===== config.mk =====
export PLATFORM = sky130hd
export DESIGN_NAME = alu_issue_unit_flat
export DESIGN_NICKNAME = d
export VERILOG_FILES = /design/src/rtl/alu_pkg.sv /design/src/rtl/alu_issue_unit_if.sv /design/src/rtl/alu.sv /design/src/rtl/alu_operand_decode.sv /design/src/rtl/alu_issue_unit.sv /design/src/flat_wrapper.sv
export SDC_FILE = /design/constraint.sdc
export NUM_CORES = 1
export LEC_CHECK = 0
export BUFFER_PORTS_ARGS = -buffer_cell sky130_fd_sc_hd__buf_2
export CAP_MARGIN = 10
export CORE_ASPECT_RATIO = 1.25
export CORE_MARGIN = 4
export CORE_UTILIZATION = 50
export CTS_CLUSTER_DIAMETER = 60
export DETAILED_ROUTE_END_ITERATION = 6
export GPL_TIMING_DRIVEN = 0
export MAX_ROUTING_LAYER = met4
export PLACE_DENSITY = 0.69
export REMOVE_ABC_BUFFERS = 1
export SLEW_MARGIN = 20
export SYNTH_ARGS = -nofsm -noshare
export SYNTH_HDL_FRONTEND = slang
export SYNTH_SLANG_ARGS = --single-unit

===== constraint.sdc =====
create_clock -name iClk -period 5.8 [get_ports iClk]
set_input_delay 1.45 -clock iClk [delete_from_list [all_inputs] [get_ports iClk]]
set_output_delay 1.45 -clock iClk [all_outputs]
set_load 0.01 [all_outputs]

===== src/rtl/alu_pkg.sv =====
// Shared constants, decoded-op bundle and helpers for the ALU issue unit.
// Imported by the decode, ALU, interface and top-level files.
package alu_pkg;

    localparam int ALU_XLEN    = 32;
    localparam int ALU_SHAMT_W = 5;

    localparam logic [6:0] OPC_OP    = 7'b0110011;
    localparam logic [6:0] OPC_OPIMM = 7'b0010011;

    localparam logic [2:0] F3_ADD  = 3'b000;
    localparam logic [2:0] F3_SLL  = 3'b001;
    localparam logic [2:0] F3_SLT  = 3'b010;
    localparam logic [2:0] F3_SLTU = 3'b011;
    localparam logic [2:0] F3_XOR  = 3'b100;
    localparam logic [2:0] F3_SRL  = 3'b101;
    localparam logic [2:0] F3_OR   = 3'b110;
    localparam logic [2:0] F3_AND  = 3'b111;

    localparam logic [6:0] F7_BASE = 7'b0000000;
    localparam logic [6:0] F7_ALT  = 7'b0100000;

    typedef struct packed {
        logic [ALU_XLEN-1:0] a;
        logic [ALU_XLEN-1:0] b;
        logic [2:0]          funct3;
        logic [6:0]          funct7;
        logic [4:0]          rd;
        logic                illegal;
    } dec_op_t;

    function automatic logic is_shift(input logic [2:0] f3);
        return (f3 == F3_SLL) || (f3 == F3_SRL);
    endfunction

endpackage


===== src/rtl/alu_issue_unit_if.sv =====
// Instruction-in / result-out handshake bundle of the ALU issue unit.
// slave: the issue unit side; master: the decode/writeback side driving it.
interface alu_issue_unit_if;
    import alu_pkg::*;

    logic                iInstValid;
    logic                oInstReady;
    logic [31:0]         iInst;
    logic [ALU_XLEN-1:0] iRs1Data;
    logic [ALU_XLEN-1:0] iRs2Data;
    logic                oResValid;
    logic                iResReady;
    logic [ALU_XLEN-1:0] oResData;
    logic                oResZero;
    logic [4:0]          oResRd;
    logic                oIllegal;

    modport slave (
        input  iInstValid, iInst, iRs1Data, iRs2Data, iResReady,
        output oInstReady, oResValid, oResData, oResZero, oResRd, oIllegal
    );

    modport master (
        output iInstValid, iInst, iRs1Data, iRs2Data, iResReady,
        input  oInstReady, oResValid, oResData, oResZero, oResRd, oIllegal
    );

endinterface


===== src/rtl/alu.sv =====
// Combinational RV32I integer ALU.
// Ports: iDataA/iDataB operands, iFunct3/iFunct7 op select -> oData, oZero.
module alu
    import alu_pkg::*;
(
    input  logic [ALU_XLEN-1:0] iDataA,
    input  logic [ALU_XLEN-1:0] iDataB,
    input  logic [2:0]          iFunct3,
    input  logic [6:0]          iFunct7,
    output logic [ALU_XLEN-1:0] oData,
    output logic                oZero
);

    logic                   alt;
    logic [ALU_SHAMT_W-1:0] sh;
    logic                   unused_f7;

    assign alt       = iFunct7[5];
    assign sh        = iDataB[ALU_SHAMT_W-1:0];
    assign unused_f7 = ^{iFunct7[6], iFunct7[4:0]};

    always_comb begin
        oData = '0;
        unique case (iFunct3)
            F3_ADD:  oData = alt ? (iDataA - iDataB) : (iDataA + iDataB);
            F3_SLL:  oData = iDataA << sh;
            F3_SLT:  oData = {{(ALU_XLEN-1){1'b0}},
                              $signed(iDataA) < $signed(iDataB)};
            F3_SLTU: oData = {{(ALU_XLEN-1){1'b0}}, iDataA < iDataB};
            F3_XOR:  oData = iDataA ^ iDataB;
            F3_SRL: begin
                // kept out of a ?: so the arithmetic shift stays signed
                if (alt) oData = $unsigned($signed(iDataA) >>> sh);
                else     oData = iDataA >> sh;
            end
            F3_OR:   oData = iDataA | iDataB;
            F3_AND:  oData = iDataA & iDataB;
            default: oData = '0;
        endcase
    end

    assign oZero = (oData == '0);

endmodule


===== src/rtl/alu_operand_decode.sv =====
// Combinational OP/OP-IMM decode into ALU operands and legality flag.
// Ports: iInst, iRs1Data, iRs2Data -> oDec (a, b, funct3, funct7, rd, illegal).
module alu_operand_decode
    import alu_pkg::*;
#(
    parameter int SHAMT_W = ALU_SHAMT_W
) (
    input  logic [31:0]         iInst,
    input  logic [ALU_XLEN-1:0] iRs1Data,
    input  logic [ALU_XLEN-1:0] iRs2Data,
    output dec_op_t             oDec
);

    logic [6:0] opc;
    logic [2:0] f3;
    logic [6:0] f7;
    logic       is_op;
    logic       is_imm;
    logic       shift;
    logic       f7_alt_ok;
    logic       unused_rs1_field;

    assign opc    = iInst[6:0];
    assign f3     = iInst[14:12];
    assign f7     = iInst[31:25];
    assign is_op  = (opc == OPC_OP);
    assign is_imm = (opc == OPC_OPIMM);
    assign shift  = is_shift(f3);

    // rs1 arrives as data; the register index itself is not needed here
    assign unused_rs1_field = ^iInst[19:15];

    always_comb begin
        oDec        = '0;
        oDec.a      = iRs1Data;
        oDec.rd     = iInst[11:7];
        oDec.funct3 = f3;
        f7_alt_ok   = 1'b0;
        unique case (1'b1)
            is_op: begin
                f7_alt_ok   = (f3 == F3_ADD) || (f3 == F3_SRL);
                oDec.funct7 = f7;
                oDec.b      = shift
                    ? {{(ALU_XLEN-SHAMT_W){1'b0}}, iRs2Data[SHAMT_W-1:0]}
                    : iRs2Data;
                oDec.illegal = !((f7 == F7_BASE) ||
                                 ((f7 == F7_ALT) && f7_alt_ok));
            end
            is_imm: begin
                f7_alt_ok = (f3 == F3_SRL);
                // only SRLI/SRAI carry funct7; ADDI etc. must never see SUB
                oDec.funct7 = (f3 == F3_SRL) ? f7 : F7_BASE;
                oDec.b      = shift
                    ? {{(ALU_XLEN-SHAMT_W){1'b0}}, iInst[20 +: SHAMT_W]}
                    : {{(ALU_XLEN-12){iInst[31]}}, iInst[31:20]};
                oDec.illegal = shift &&
                    !((f7 == F7_BASE) || ((f7 == F7_ALT) && f7_alt_ok));
            end
            default: oDec.illegal = 1'b1;
        endcase
    end

endmodule


===== src/rtl/alu_issue_unit.sv =====
// Two-stage issue unit: S1 holds decoded ALU operands, S2 holds the result.
// Ports: iClk, iRstN (async active-low), bus (alu_issue_unit_if.slave).
module alu_issue_unit
    import alu_pkg::*;
#(
    parameter int XLEN    = 32,
    parameter int SHAMT_W = 5
) (
    input  logic              iClk,
    input  logic              iRstN,
    alu_issue_unit_if.slave   bus
);

    dec_op_t   dec;
    dec_op_t   s1_q, s1_d;
    logic      s1_valid_q, s1_valid_d;
    logic      s2_valid_q, s2_valid_d;
    logic [XLEN-1:0] res_data_q, res_data_d;
    logic      res_zero_q, res_zero_d;
    logic [4:0] res_rd_q, res_rd_d;
    logic      res_ill_q, res_ill_d;
    logic      rdy_en_q;

    logic      s2_free;
    logic      s1_adv;
    logic      inst_ready;
    logic      accept;
    logic [XLEN-1:0] alu_data;
    logic      alu_zero;

    alu_operand_decode #(
        .SHAMT_W (SHAMT_W)
    ) u_dec (
        .iInst    (bus.iInst),
        .iRs1Data (bus.iRs1Data),
        .iRs2Data (bus.iRs2Data),
        .oDec     (dec)
    );

    alu u_alu (
        .iDataA  (s1_q.a),
        .iDataB  (s1_q.b),
        .iFunct3 (s1_q.funct3),
        .iFunct7 (s1_q.funct7),
        .oData   (alu_data),
        .oZero   (alu_zero)
    );

    always_comb begin
        s2_free    = !s2_valid_q || bus.iResReady;
        s1_adv     = s1_valid_q && s2_free;
        // rdy_en_q keeps ready low until the first edge after reset
        inst_ready = rdy_en_q && (!s1_valid_q || s1_adv);
        accept     = bus.iInstValid && inst_ready;

        s1_d       = accept ? dec : s1_q;
        s1_valid_d = accept || (s1_valid_q && !s1_adv);
        s2_valid_d = s1_adv || (s2_valid_q && !bus.iResReady);

        res_data_d = res_data_q;
        res_zero_d = res_zero_q;
        res_rd_d   = res_rd_q;
        res_ill_d  = res_ill_q;
        if (s1_adv) begin
            res_data_d = s1_q.illegal ? '0 : alu_data;
            res_zero_d = s1_q.illegal ? 1'b1 : alu_zero;
            res_rd_d   = s1_q.rd;
            res_ill_d  = s1_q.illegal;
        end
    end

    always_ff @(posedge iClk or negedge iRstN) begin
        if (!iRstN) begin
            rdy_en_q   <= 1'b0;
            s1_valid_q <= 1'b0;
            s1_q       <= '0;
            s2_valid_q <= 1'b0;
            res_data_q <= '0;
            res_zero_q <= 1'b0;
            res_rd_q   <= '0;
            res_ill_q  <= 1'b0;
        end else begin
            rdy_en_q   <= 1'b1;
            s1_valid_q <= s1_valid_d;
            s1_q       <= s1_d;
            s2_valid_q <= s2_valid_d;
            res_data_q <= res_data_d;
            res_zero_q <= res_zero_d;
            res_rd_q   <= res_rd_d;
            res_ill_q  <= res_ill_d;
        end
    end

    assign bus.oInstReady = inst_ready;
    assign bus.oResValid  = s2_valid_q;
    assign bus.oResData   = res_data_q;
    assign bus.oResZero   = res_zero_q;
    assign bus.oResRd     = res_rd_q;
    assign bus.oIllegal   = res_ill_q;

endmodule


===== src/flat_wrapper.sv =====
// flat-port wrapper written by rule: the top's interface ports become plain ports
module alu_issue_unit_flat import alu_pkg::*;
#(
    parameter int XLEN    = 32,
    parameter int SHAMT_W = 5
)
  (iClk, iRstN, bus_iInstValid, bus_iInst, bus_iRs1Data, bus_iRs2Data, bus_iResReady, bus_oInstReady, bus_oResValid, bus_oResData, bus_oResZero, bus_oResRd, bus_oIllegal);
  alu_issue_unit_if bus_i ();
  input  logic iClk;
  input  logic iRstN;
  input wire logic [$bits(bus_i.iInstValid)-1:0] bus_iInstValid;
  input wire logic [$bits(bus_i.iInst)-1:0] bus_iInst;
  input wire logic [$bits(bus_i.iRs1Data)-1:0] bus_iRs1Data;
  input wire logic [$bits(bus_i.iRs2Data)-1:0] bus_iRs2Data;
  input wire logic [$bits(bus_i.iResReady)-1:0] bus_iResReady;
  output wire logic [$bits(bus_i.oInstReady)-1:0] bus_oInstReady;
  output wire logic [$bits(bus_i.oResValid)-1:0] bus_oResValid;
  output wire logic [$bits(bus_i.oResData)-1:0] bus_oResData;
  output wire logic [$bits(bus_i.oResZero)-1:0] bus_oResZero;
  output wire logic [$bits(bus_i.oResRd)-1:0] bus_oResRd;
  output wire logic [$bits(bus_i.oIllegal)-1:0] bus_oIllegal;
  assign bus_i.iInstValid = bus_iInstValid;
  assign bus_i.iInst = bus_iInst;
  assign bus_i.iRs1Data = bus_iRs1Data;
  assign bus_i.iRs2Data = bus_iRs2Data;
  assign bus_i.iResReady = bus_iResReady;
  assign bus_oInstReady = bus_i.oInstReady;
  assign bus_oResValid = bus_i.oResValid;
  assign bus_oResData = bus_i.oResData;
  assign bus_oResZero = bus_i.oResZero;
  assign bus_oResRd = bus_i.oResRd;
  assign bus_oIllegal = bus_i.oIllegal;
  alu_issue_unit #(.XLEN(XLEN), .SHAMT_W(SHAMT_W)) u_core (.iClk(iClk), .iRstN(iRstN), .bus(bus_i));
endmodule

==> results by group, run 1 <==
Outcome
  – Outcome: finished with violations
  – Failing checks: DRC

Clock tree
  – Hold_buf cts: 0
  – CTS tree: yes
  – Clock Tree Buf Depth: 2
  – Clock transition at path regs: ~0.060 ns
  – H-Tree Depth: 4
  – Total CTS buffers: 17
  – Clk Latency, worst-skew pair: ~0.44 ns
  – Root buffer cell: clkbuf_16
  – Num Clock Sinks: 116

Cells and area
  – Syn-to-layout area delta: 10.9%
  – Final core utilization: a little under three fifths
  – Post-route cell area: 15300 µm²
  – Layout cells sized above 1: roughly 16%
  – Final-layout fill cell count: 2589
  – Net count, final: slightly above 2k

Worst hold path
  – Hold Startpoint: u_core.bus.oResData[4]$_DFFE_PN0P_
  – WHS Path Cells: 2
  – Hold/Removal Path Class: flop to flop
  – Hold EP: u_core.bus.oResData[4]$_DFFE_PN0P_

Worst setup path
  – Crit path capture type: flop
  – CP max stage cell: dfrtp_4
  – Sequence of cells on the critical path: clkinv_2 -> ha_1 -> nand3_1 -> o211ai_1 -> nand3_1 -> a31oi_1 -> xnor2_1 -> o211ai_1 -> a31oi_1 -> nand4_1 -> nor4_1 -> nand4_1 -> o31ai_2
  – Capturing point of the worst reg2reg path: u_core.bus.oResZero$_DFFE_PN0P_
  – Largest fanout on the critical path: 38
  – Reg2reg setup slack: 0.15 ns
  – FF-to-FF path depth: 13
  – CP Data Arrival Time: approximately 6 ns
  – Worst EP required: 6.15 ns
  – Critical path class: flop to flop
  – Startpoint types: flop
  – CP peak stage delay: around 0.76 ns
  – FF-to-FF Start: u_core.s1_q[20]$_DFFE_PN0P_

Run
  – Max Cap Viol: 0

Logic synthesis
  – Syn_area_per_cell: roughly 7.7 µm²
  – Post-synth top cells: 217 x nand2_1, 155 x o21ai_0, 139 x a21oi_1
  – Synth Warn #: 0
  – Flops & latches, synth: 116
  – Mux contribution to synthesized area: 12.8%
  – Most common cell in the netlist: nand2_1
  – EDFF count, synth: 0
  – Synth Area in Adders: 9.10%
  – Gate Count Post-Synth: 1787
  – Area leader, netlist: dfrtp_1
  – Synth async-reset ratio: 100%
  – Most common flop cell mapped by yosys: dfrtp_1
  – Simple-gate area share of the yosys netlist: a little under a fifth
  – Largest family of logic cells by synthesized area: compound AO/OA/AOI/OAI gates
  – XOR/XNOR Fraction of Synth Area: 1.40%
  – Post-Synthesis Cell Area: about 14000 µm²
  – Synth top area cells: dfrtp_1 21%, ha_1 8.8%, nand2_1 5.9%
  – Cell variety after synth: 93
  – Compound-Gate Fraction of Synth Area: 30.0%
  – Sequential area share after synthesis: 21.1%
  – Synth top area share: 21.1%

Global routing
  – First-pass GRT wire length: 90300 µm
  – GRT overflow: 0
  – Largest net degree at the start of global routing: around 70
  – Overall Global Routing Usage: 39.9%
  – Initial antenna violation count: 3
  – Vias in the first global route: 14.4k

Power
  – Max VDD drop: 180 µV
  – PwrDens: 281 nW/µm²
  – Leak: ~6.4 nW
  – Final Power: 4.30 mW

Detailed routing
  – Per-cell routed wire length: 28.1 µm
  – DR pass1 iterations: 7
  – Initial DRC count: 2045
  – Final wirelength: 61000 µm
  – Vias per Instance: 7.01
  – Post-route ant nets: 0
  – DR vias: 15.3k
  – Drt drc: 4

STA
  – Crit path time final: 5.65 ns
  – Final Setup Violations: 0
  – TNS Setup: 0 ns
  – Post-route clock period utilization: between 90% and 100%
  – Unrepaired setup endpoints after global routing: false
  – Slew at the pin with the worst max-slew slack: between 1 and 1.5 ns
  – Skew final: 0.00804 ns
  – Top achievable clock speed: approximately 180 MHz
  – Fin. max-slew vios: 0
  – Normalized max-slew margin: 19.5%
  – Final count of hold timing violations: 0

Floorplanning
  – Die area: 30300 µm²
  – Starting density of the core: around half
  – I/O pins: 141
  – Area of the core: 27000 µm²
  – Die width: 157 µm
  – Rows: 67
  – Die height: 194 µm

Placement
  – Dpl hpwl: 45500 µm
  – Placed inst area: 14600 µm²
  – IO Port Bufs: 135
  – GP Congestion: 1.07
cell usage in the layout, fill, tap and decap left out, drive strengths merged, types with 42 or more instances in the layout:
cell   synthesis  routed
a21oi        139     139
a22oi         46      46
buf           48     151
dfrtp        116     116
ha            97      97
inv          104     108
mux2i         68      68
nand2        217     217
nor2         136     136
nor3          42      42
o21ai        158     158
kinds of logic (layout without fill, tap and decap cells):
logic type | after synthesis | after routing
muxes | 131 | 131
buffers and inverters | 248 | 288
adders and majority gates | 99 | 99
other | 1 | 3
and+or+nand+nor | 546 | 546
DFF | 116 | 116
xor gates and xnor gates | 22 | 22
AOI/OAI and AO/OA | 624 | 624
critical path, delay by kind of cell (launching register included):
family | cells | cell delay (ns)
AOI/OAI and AO/OA | 5 | 1.92
and+or+nand+nor | 5 | 1.54
DFF | 1 | 0.76
adders and majority gates | 1 | 0.62
buffers and inverters | 1 | 0.53
xor gates and xnor gates | 1 | 0.15
stage by stage:
stage	hold slack [ns]	cells	worst slack (ns)
global placement	0.454	2124	-2.77
detailed placement	0.459	2139	-0.605
CTS	0.475	2171	0.0480
floorplan	0.442	1644	0.0522
finish	0.469	2174	0.149
global route	0.502	2174	0.0749
final cells by class:
cell class / count / area [µm²] / area share [%]
Multi-Input combinational cell: 1423 / 9920 / 64.9
Sequential cell: 116 / 2930 / 19.2
Timing Repair Buffer: 151 / 973 / 6.37
Tap cell: 345 / 432 / 2.82
Clock buffer: 17 / 425 / 2.78
Inverter: 105 / 395 / 2.59
Clock inverter: 15 / 204 / 1.33
Antenna cell: 2 / 5.00 / 0.0327
power by group:
group / internal (mW) / leakage (nW) / switching [mW]
Combinational: 0.709 / 4.59 / 1.33
Clock: 0.722 / 0.297 / 0.452
Sequential: 0.884 / 1.47 / 0.201
Total: 2.32 / 6.35 / 1.98
what timing repair did:
| item | 4_1_cts | 5_1_grt |
|---|---|---|
| endpoints found under the setup margin | 3 | 1 |
| setup buffers | 0 | 1 |
| resized for setup | 3 | 2 |
| cloned | 0 | 0 |
worst max path at each step:
stage                                            from                              end  slack [ns]  depth (start not counted)
after floorplan           u_core.s1_q[16]$_DFFE_PN0P_  u_core.bus.oResZero$_DFFE_PN0P_        0.05                         13
after global placement    u_core.s1_q[19]$_DFFE_PN0P_  u_core.bus.oResZero$_DFFE_PN0P_       -2.77                         13
after detailed placement  u_core.s1_q[20]$_DFFE_PN0P_  u_core.bus.oResZero$_DFFE_PN0P_       -0.61                         13
after CTS                 u_core.s1_q[20]$_DFFE_PN0P_  u_core.bus.oResZero$_DFFE_PN0P_        0.05                         13
after global routing      u_core.s1_q[20]$_DFFE_PN0P_  u_core.bus.oResZero$_DFFE_PN0P_        0.07                         13
final                     u_core.s1_q[20]$_DFFE_PN0P_  u_core.bus.oResZero$_DFFE_PN0P_        0.15                         13
per-layer routing:
metal | vias up | global-route usage [%] | wire [µm]
met5 | - | - | 0
met4 | 0 | 19.1 | 3610
met3 | 247 | 8.06 | 6470
met2 | 1063 | 59.9 | 27600
met1 | 7264 | 51.3 | 23400
li1 | 6676 | - | -
registers in the layout, indices dropped and copies added (netlist names):
register,cells
u_core.s1_valid_q,1
u_core.s1_q,74
u_core.bus.oResData,32
u_core.bus.oResZero,1
u_core.bus.oIllegal,1
u_core.bus.oResRd,5
u_core.bus.oResValid,1
u_core.rdy_en_q,1
Power figures use the tool's default switching activity.
==> inputs of run 2 (changes only) <==
--- a/config.mk
+++ b/config.mk
@@ -5,6 +5,7 @@
 export SDC_FILE = /design/constraint.sdc
 export NUM_CORES = 1
 export LEC_CHECK = 0
+export ABC_AREA = 1
 export BUFFER_PORTS_ARGS = -buffer_cell sky130_fd_sc_hd__buf_2
 export CAP_MARGIN = 10
 export CORE_ASPECT_RATIO = 1.25
@@ -16,6 +17,7 @@
 export MAX_ROUTING_LAYER = met4
 export PLACE_DENSITY = 0.69
 export REMOVE_ABC_BUFFERS = 1
+export SETUP_SLACK_MARGIN = 0.2
 export SLEW_MARGIN = 20
 export SYNTH_ARGS = -nofsm -noshare
 export SYNTH_HDL_FRONTEND = slang
==> results by group, run 2 <==
STA
  – Final count of hold timing violations: 0 (unchanged)
  – Crit path time final: 4.69 ns (-0.961 ns)
  – Skew final: 0.0112 ns (+0.00317 ns)
  – Slew at the pin with the worst max-slew slack: 1.15 ns (-0.0534 ns)
  – Normalized max-slew margin: 23.1% (+3.7 points)
  – Unrepaired setup endpoints after global routing: false
  – Hold Worst Slack: 0.476 ns (+0.00709 ns)
  – Post-route clock period utilization: 80.9% (-17 points)
  – Top achievable clock speed: 213 MHz (+20%)
  – Final Setup Violations: 0 (unchanged)
  – Fin. max-slew vios: 0 (unchanged)

Worst hold path
  – Hold EP: u_core.bus.oResData[12]$_DFFE_PN0P_
  – Hold/Removal Path Class: flop to flop
  – WHS Path Cells: 2 (unchanged)
  – Hold Startpoint: u_core.bus.oResData[12]$_DFFE_PN0P_

Floorplanning
  – Rows: 68 (+1.5%)
  – I/O pins: 141 (unchanged)
  – Die width: 159 µm (+1.5%)
  – Area of the core: 27800 µm² (+3.1%)
  – Die area: 31200 µm² (+3.0%)
  – Die height: 197 µm (+1.5%)
  – Starting density of the core: 51.1% (about the same)

Detailed routing
  – Per-cell routed wire length: 20.4 µm (-27%)
  – DR pass1 iterations: 6 (-1)
  – Vias per Instance: 5.89 (-16%)
  – Drt drc: 0 (-4)
  – Final wirelength: 59100 µm (-3.1%)
  – DR vias: 17.0k (+12%)
  – Post-route ant nets: 0 (unchanged)
  – Initial DRC count: 2060 (+0.73%)

Power
  – Leak: 8.55 nW (+35%)
  – PwrDens: 272 nW/µm² (-3.2%)
  – Max VDD drop: 177 µV (-2.0%)

Placement
  – IO Port Bufs: 135 (unchanged)
  – Dpl hpwl: 47200 µm (+3.7%)
  – Placed inst area: 15100 µm² (+3.4%)
  – GP Congestion: 1.08 (+1.1%)
  – Cells after DPL: 2858 (+34%)

Logic synthesis
  – Synth top area share: 23.6% (+2.6 points)
  – Synth top area cells: nand2_1 24%, dfrtp_1 20%, nand3_1 11%
  – Most common flop cell mapped by yosys: dfrtp_1
  – Syn_area_per_cell: 5.72 µm² (-26%)
  – Gate Count Post-Synth: 2484 (+39%)
  – Area leader, netlist: nand2_1
  – Synth async-reset ratio: 100% (unchanged)
  – Post-synth top cells: 895 x nand2_1, 304 x inv_1, 301 x nand3_1
  – Cell variety after synth: 48 (-48%)
  – Sequential area share after synthesis: 20.4% (-0.64 points)
  – Post-Synthesis Cell Area: 14200 µm² (+3.1%)
  – EDFF count, synth: 0 (unchanged)
  – Synth Warn #: 0 (unchanged)
  – Most common cell in the netlist: nand2_1
  – Flops & latches, synth: 116 (unchanged)

Worst setup path
  – Sequence of cells on the critical path: clkinv_1 -> ha_1 -> nor2_1 -> and2_1 -> nand2_1 -> nand2_1 -> nand2_1 -> nand2_1 -> nand2_1 -> nand2_1 -> nand2_1 -> nand3_1 -> nand2_1 -> nand2_1 -> nand2_1 -> nor2_1 -> nand2_1 -> nor2_1 -> nand3_1 -> a21oi_1
  – Reg2reg setup slack: 1.11 ns (+0.96 ns)
  – Worst EP required: 6.17 ns (+0.02 ns)
  – CP Data Arrival Time: 5.06 ns (-0.94 ns)
  – CP peak stage delay: 0.89 ns (+0.13 ns)
  – Critical Path Most Common Cell: nand2_1
  – Startpoint types: flop
  – CP max stage cell: clkinv_1
  – Crit path max-delay family: simple AND/OR/NAND/NOR gates
  – Critical path class: flop to flop
  – Largest fanout on the critical path: 29 (-24%)
  – Bufs and invs on worst path: 1 (unchanged)
  – FF-to-FF path depth: 20 (+7)
  – Crit path capture type: flop
  – Capturing point of the worst reg2reg path: u_core.bus.oResZero$_DFFE_PN0P_
  – FF-to-FF Start: u_core.s1_q[20]$_DFFE_PN0P_

Clock tree
  – Clock transition at path regs: 0.07 ns (about the same)
  – Clk Latency, worst-skew pair: 0.45 ns (about the same)
  – Num Clock Sinks: 116 (unchanged)
  – CTS tree: yes
  – Hold_buf cts: 0 (unchanged)
  – Setup bufs post-CTS: 0 (unchanged)
  – Clock Tree Buf Depth: 2 (unchanged)
  – Total CTS buffers: 17 (unchanged)
  – Root buffer cell: clkbuf_16
  – H-Tree Depth: 4 (unchanged)
  – Resize count post-CTS: 0 (-3)

Cells and area
  – Net count, final: 2726 (+35%)
  – Post-Layout Cell Count: 2893 (+33%)
  – Final core utilization: 56.7% (+0.077 points)
  – Commonest non-fill, non-tap cell in the layout: nand2_1
  – Layout cells sized above 1: 9.02% (-7.1 points)
  – Biggest register: u_core.s1_q
  – Most frequent cells in the layout: 893 x nand2_1, 303 x inv_1, 300 x nand3_1, 167 x nor2_1, 135 x o21ai_0
  – Final-layout fill cell count: 2951 (+14%)
  – Syn-to-layout area delta: 11.0% (about the same)
  – Number of flip-flops in the largest register: 74 (unchanged)
  – Post-route cell area: 15800 µm² (+3.2%)

Global routing
  – First-pass GRT wire length: 90400 µm (about the same)
  – Largest net degree at the start of global routing: 74 (+7.2%)
  – Overall Global Routing Usage: 38.2% (-1.7 points)
  – Initial antenna violation count: 2 (-1)
  – Vias in the first global route: 15.9k (+10%)
  – GRT overflow: 0 (unchanged)

Run
  – Max Cap Viol: 0 (unchanged)

Outcome
  – Outcome: finished clean
-- run 2: worst min-delay path: cells and delay by family, from the launching register on --
kind / cells / cell delay (ns)
simple gates: 1 / 0.05
compound gates: 1 / 0.06
flops: 1 / 0.33
-- run 2: area by class of cell --
class | count | area, µm² | area share, %
Antenna cell | 3 | 7.51 | 0.0476
Clock buffer | 17 | 425 | 2.70
Clock inverter | 15 | 229 | 1.45
Inverter | 319 | 1210 | 7.65
Multi-Input combinational cell | 1924 | 9570 | 60.6
Sequential cell | 116 | 2920 | 18.5
Tap cell | 350 | 438 | 2.78
Timing Repair Buffer | 149 | 990 | 6.27
-- run 2: worst max-delay path by stage --
stage / from / slack, ns / cells past startpoint / endpoint
6_report: u_core.s1_q[20]$_DFFE_PN0P_ / 1.11 / 20 / u_core.bus.oResZero$_DFFE_PN0P_
5_1_grt: u_core.s1_q[20]$_DFFE_PN0P_ / 0.89 / 20 / u_core.bus.oResZero$_DFFE_PN0P_
4_1_cts: u_core.s1_q[20]$_DFFE_PN0P_ / 1.20 / 20 / u_core.bus.oResZero$_DFFE_PN0P_
3_5_place_dp: u_core.s1_q[20]$_DFFE_PN0P_ / 1.25 / 20 / u_core.bus.oResZero$_DFFE_PN0P_
3_3_place_gp: u_core.s1_q[18]$_DFFE_PN0P_ / -1.94 / 18 / u_core.bus.oResZero$_DFFE_PN0P_
2_1_floorplan: u_core.s1_q[18]$_DFFE_PN0P_ / 0.71 / 18 / u_core.bus.oResZero$_DFFE_PN0P_
-- run 2: logic make-up after synthesis --
| logic type | after synthesis | synth area share (%) |
|---|---|---|
| AOI/OAI and AO/OA | 404 | 17.1 |
| adders and majority gates | 99 | 8.82 |
| buffers and inverters | 444 | 12.6 |
| DFF | 116 | 20.4 |
| other | 1 | 0.0264 |
| and+or+nand+nor | 1420 | 41.0 |
-- run 2: power by group --
part	leakage, nW	switching, mW	internal [mW]	total [mW]
registers	1.47	0.107	0.884	0.990
clock network	0.318	0.455	0.767	1.22
logic	6.75	1.45	0.627	2.08
total	8.55	2.01	2.28	4.29
-- run 2: metal layers --
layer	wire length, µm	vias up	share of wire, %	track usage, %
li1	-	8086	-	-
met1	24000	7936	41	48.2
met2	26400	850	45	59.3
met3	5390	156	9.1	7.09
met4	3250	0	5.5	18.7
met5	0	-	0	-
-- run 2: metrics by stage --
stage	setup WS [ns]	power (mW)	TNS, ns
final	1.11	4.29	0
after global routing	0.894	4.57	0
after CTS	1.20	4.24	0
after detailed placement	1.25	3.01	0
after global placement	-1.94	2.96	-41.29
after floorplan	0.713	2.30	0
==> inputs of run 3 (changes only) <==
==> constraint.sdc (replaced) <==
create_clock -name iClk -period 4.4 [get_ports iClk]
set_input_delay 1.1 -clock iClk [delete_from_list [all_inputs] [get_ports iClk]]
set_output_delay 1.1 -clock iClk [all_outputs]
set_load 0.01 [all_outputs]
==> results by group, run 3 (same netlist as run 2, synthesis figures left out) <==
Outcome
  – Outcome: finished with violations
  – Failing checks: DRC

Cells and area
  – Biggest register: u_core.s1_q
  – Syn-to-layout area delta: 11.1%
  – Net count, final: 2727 (+0.037%)
  – Most frequent cells in the layout: 893 x nand2_1, 303 x inv_1, 300 x nand3_1, 167 x nor2_1, 135 x o21ai_0
  – Post-Layout Cell Count: 2893 (unchanged)
  – Commonest non-fill, non-tap cell in the layout: nand2_1
  – Layout cells sized above 1: 9.09% (+0.075 points)
  – Area of the multi-input gates: 9570 µm² (unchanged)
  – Flip-flop and latch area: 2920 µm² (+0.17%)
  – Number of flip-flops in the largest register: 74 (unchanged)
  – Final-layout fill cell count: 2953 (+0.068%)

Floorplanning
  – Die height: 197 µm (unchanged)
  – Die area: 31200 µm² (unchanged)
  – I/O pins: 141 (unchanged)
  – Die width: 159 µm (unchanged)
  – Area of the core: 27800 µm² (unchanged)
  – Starting density of the core: 51.1% (unchanged)
  – Rows: 68 (unchanged)

Power
  – Leak: 8.55 nW (about the same)
  – PwrDens: 358 nW/µm² (+31%)
  – Max VDD drop: 230 µV (+30%)

Worst hold path
  – Hold Startpoint: u_core.bus.oResData[12]$_DFFE_PN0P_
  – WHS Path Cells: 2 (unchanged)
  – Hold EP: u_core.bus.oResData[12]$_DFFE_PN0P_
  – Hold/Removal Path Class: flop to flop

Detailed routing
  – DR pass1 iterations: 7 (+1)
  – Final wirelength: 59000 µm (-0.13%)
  – Post-route ant nets: 0 (unchanged)
  – Initial DRC count: 1846 (-10%)
  – Per-cell routed wire length: 20.4 µm (-0.13%)
  – Drt drc: 3 (+3)
  – Vias per Instance: 5.85 (-0.66%)
  – DR vias: 16.9k (-0.66%)

STA
  – Final Setup Violations: 0 (unchanged)
  – Hold Worst Slack: 0.476 ns (-0.0000810 ns)
  – Top achievable clock speed: 256 MHz (+20%)
  – Normalized max-slew margin: 21.6% (-1.6 points)
  – Worst setup margin: 0.487 ns (-0.623 ns)
  – Final count of hold timing violations: 0 (unchanged)
  – Unrepaired setup endpoints after global routing: false
  – Fin. max-slew vios: 0 (unchanged)
  – Skew final: 0.0122 ns (+0.00102 ns)
  – Post-route clock period utilization: 88.9% (+8.1 points)
  – Slew at the pin with the worst max-slew slack: 1.17 ns (+0.0234 ns)
  – Crit path time final: 3.91 ns (-0.777 ns)

Global routing
  – Largest net degree at the start of global routing: 74 (unchanged)
  – Overall Global Routing Usage: 38.2% (unchanged)
  – GRT overflow: 0 (unchanged)
  – Initial antenna violation count: 2 (unchanged)
  – First-pass GRT wire length: 90400 µm (unchanged)
  – Vias in the first global route: 15.9k (unchanged)

Clock tree
  – Num Clock Sinks: 116 (unchanged)
  – CTS tree: yes
  – Clock Tree Buf Depth: 2 (unchanged)
  – Clock transition at path regs: 0.07 ns (about the same)
  – H-Tree Depth: 4 (unchanged)
  – Total CTS buffers: 17 (unchanged)
  – Clk Latency, worst-skew pair: 0.45 ns (about the same)
  – Root buffer cell: clkbuf_16
  – Hold_buf cts: 0 (unchanged)

Placement
  – Worst slack, placed: -0.147 ns (-1.40 ns)
  – Cells after DPL: 2858 (unchanged)
  – IO Port Bufs: 135 (unchanged)
  – GP Congestion: 1.08 (unchanged)
  – Dpl hpwl: 47200 µm (unchanged)

Run
  – Max Cap Viol: 0 (unchanged)

Worst setup path
  – Startpoint types: flop
  – Crit path capture type: flop
  – Capturing point of the worst reg2reg path: u_core.bus.oResZero$_DFFE_PN0P_
  – Critical Path Most Common Cell: nand2_1
  – FF-to-FF Start: u_core.s1_q[19]$_DFFE_PN0P_
  – FF-to-FF path depth: 21 (+5.0%)
  – CP Data Arrival Time: 4.28 ns (-0.78 ns)
  – CP max stage cell: dfrtp_4
  – Worst EP required: 4.76 ns (-1.41 ns)
  – Reg2reg setup slack: 0.49 ns (-0.62 ns)
  – Critical path class: flop to flop
  – Sequence of cells on the critical path: inv_2 -> ha_1 -> inv_1 -> nand2_1 -> nand3_1 -> nand2_1 -> nand2_1 -> nand2_1 -> nand2_1 -> nand2_1 -> nand2_1 -> nand2_1 -> nand3_1 -> nand2_1 -> nand2_1 -> nand2_1 -> nor2_1 -> nand2_1 -> nor2_1 -> nand3_1 -> a21oi_1
  – CP peak stage delay: 0.66 ns (-0.23 ns)
  – Largest fanout on the critical path: 33 (+14%)
==> run 3: cell count changes in the layout (fill, tap and decap cells not counted) <==
| cell | before | now |
|---|---|---|
| dfrtp_4 | 2 | 4 |
| buf_6 | 1 | 2 |
| dfrtp_2 | 4 | 2 |
| inv_4 | 3 | 4 |
| clkinv_1 | 2 | 1 |
| diode_2 | 3 | 2 |
==> run 3: report_power, final <==
part	total, mW	switching, mW	internal [mW]
Sequential	1.30	0.140	1.17
Clock	1.60	0.594	1.01
Combinational	2.74	1.91	0.827
Total	5.65	2.65	3.00
==> run 3: layout make-up <==
cell class                 instances  share of cell area (%)
antenna                            2                  0.0317
inverter                         319                    7.65
timing repair buffer             150                    6.34
sequential                       116                    18.5
clock buffer                      17                    2.69
clock inverter                    15                    1.45
multi-input combinational       1924                    60.6
tap                              350                    2.77
==> run 3: routing by layer <==
metal	vias up	GRT usage (%)	wire (µm)
met2	830	59.3	26400
met4	0	18.7	3390
met1	7821	48.2	23800
met5	-	-	0
met3	171	7.09	5350
li1	8093	-	-
==> run 3: critical path: cells and delay by family (launching register included) <==
family | cells | cell delay [ns]
AND/OR/NAND/NOR | 17 | 1.90
buffers and inverters | 2 | 0.71
flip-flops | 1 | 0.66
adder cells (fa/ha/maj) | 1 | 0.40
AO/OA/AOI/OAI | 1 | 0.13
==> run 3: worst max path at each step <==
| stage | to | start | slack (ns) |
|---|---|---|---|
| 3_5_place_dp | u_core.bus.oResZero$_DFFE_PN0P_ | u_core.s1_q[20]$_DFFE_PN0P_ | -0.15 |
| 4_1_cts | u_core.bus.oResZero$_DFFE_PN0P_ | u_core.s1_q[20]$_DFFE_PN0P_ | 0.25 |
| 3_3_place_gp | u_core.bus.oResZero$_DFFE_PN0P_ | u_core.s1_q[18]$_DFFE_PN0P_ | -3.34 |
| 5_1_grt | u_core.bus.oResZero$_DFFE_PN0P_ | u_core.s1_q[19]$_DFFE_PN0P_ | 0.24 |
| 2_1_floorplan | u_core.bus.oResZero$_DFFE_PN0P_ | u_core.s1_q[18]$_DFFE_PN0P_ | -0.69 |
| 6_report | u_core.bus.oResZero$_DFFE_PN0P_ | u_core.s1_q[19]$_DFFE_PN0P_ | 0.49 |
==> run 3: metrics by stage <==
step	utilization (%)	instance area [µm²]	total power [mW]	setup TNS, ns
finish	56.8	15800	5.65	0
global route	56.8	15800	6.03	0
CTS	56.7	15800	5.59	0
detailed placement	54.3	15100	3.97	-0.147
global placement	52.9	14700	3.91	-100.59
floorplan	-	13600	3.03	-10.88
==> run 3: what timing repair did <==
action	in CTS	in global routing
setup buffers	0	1
endpoints found under the setup margin	1	1
hold endpoints to repair	0	0
gates resized for setup	1	3
gates cloned	0	0
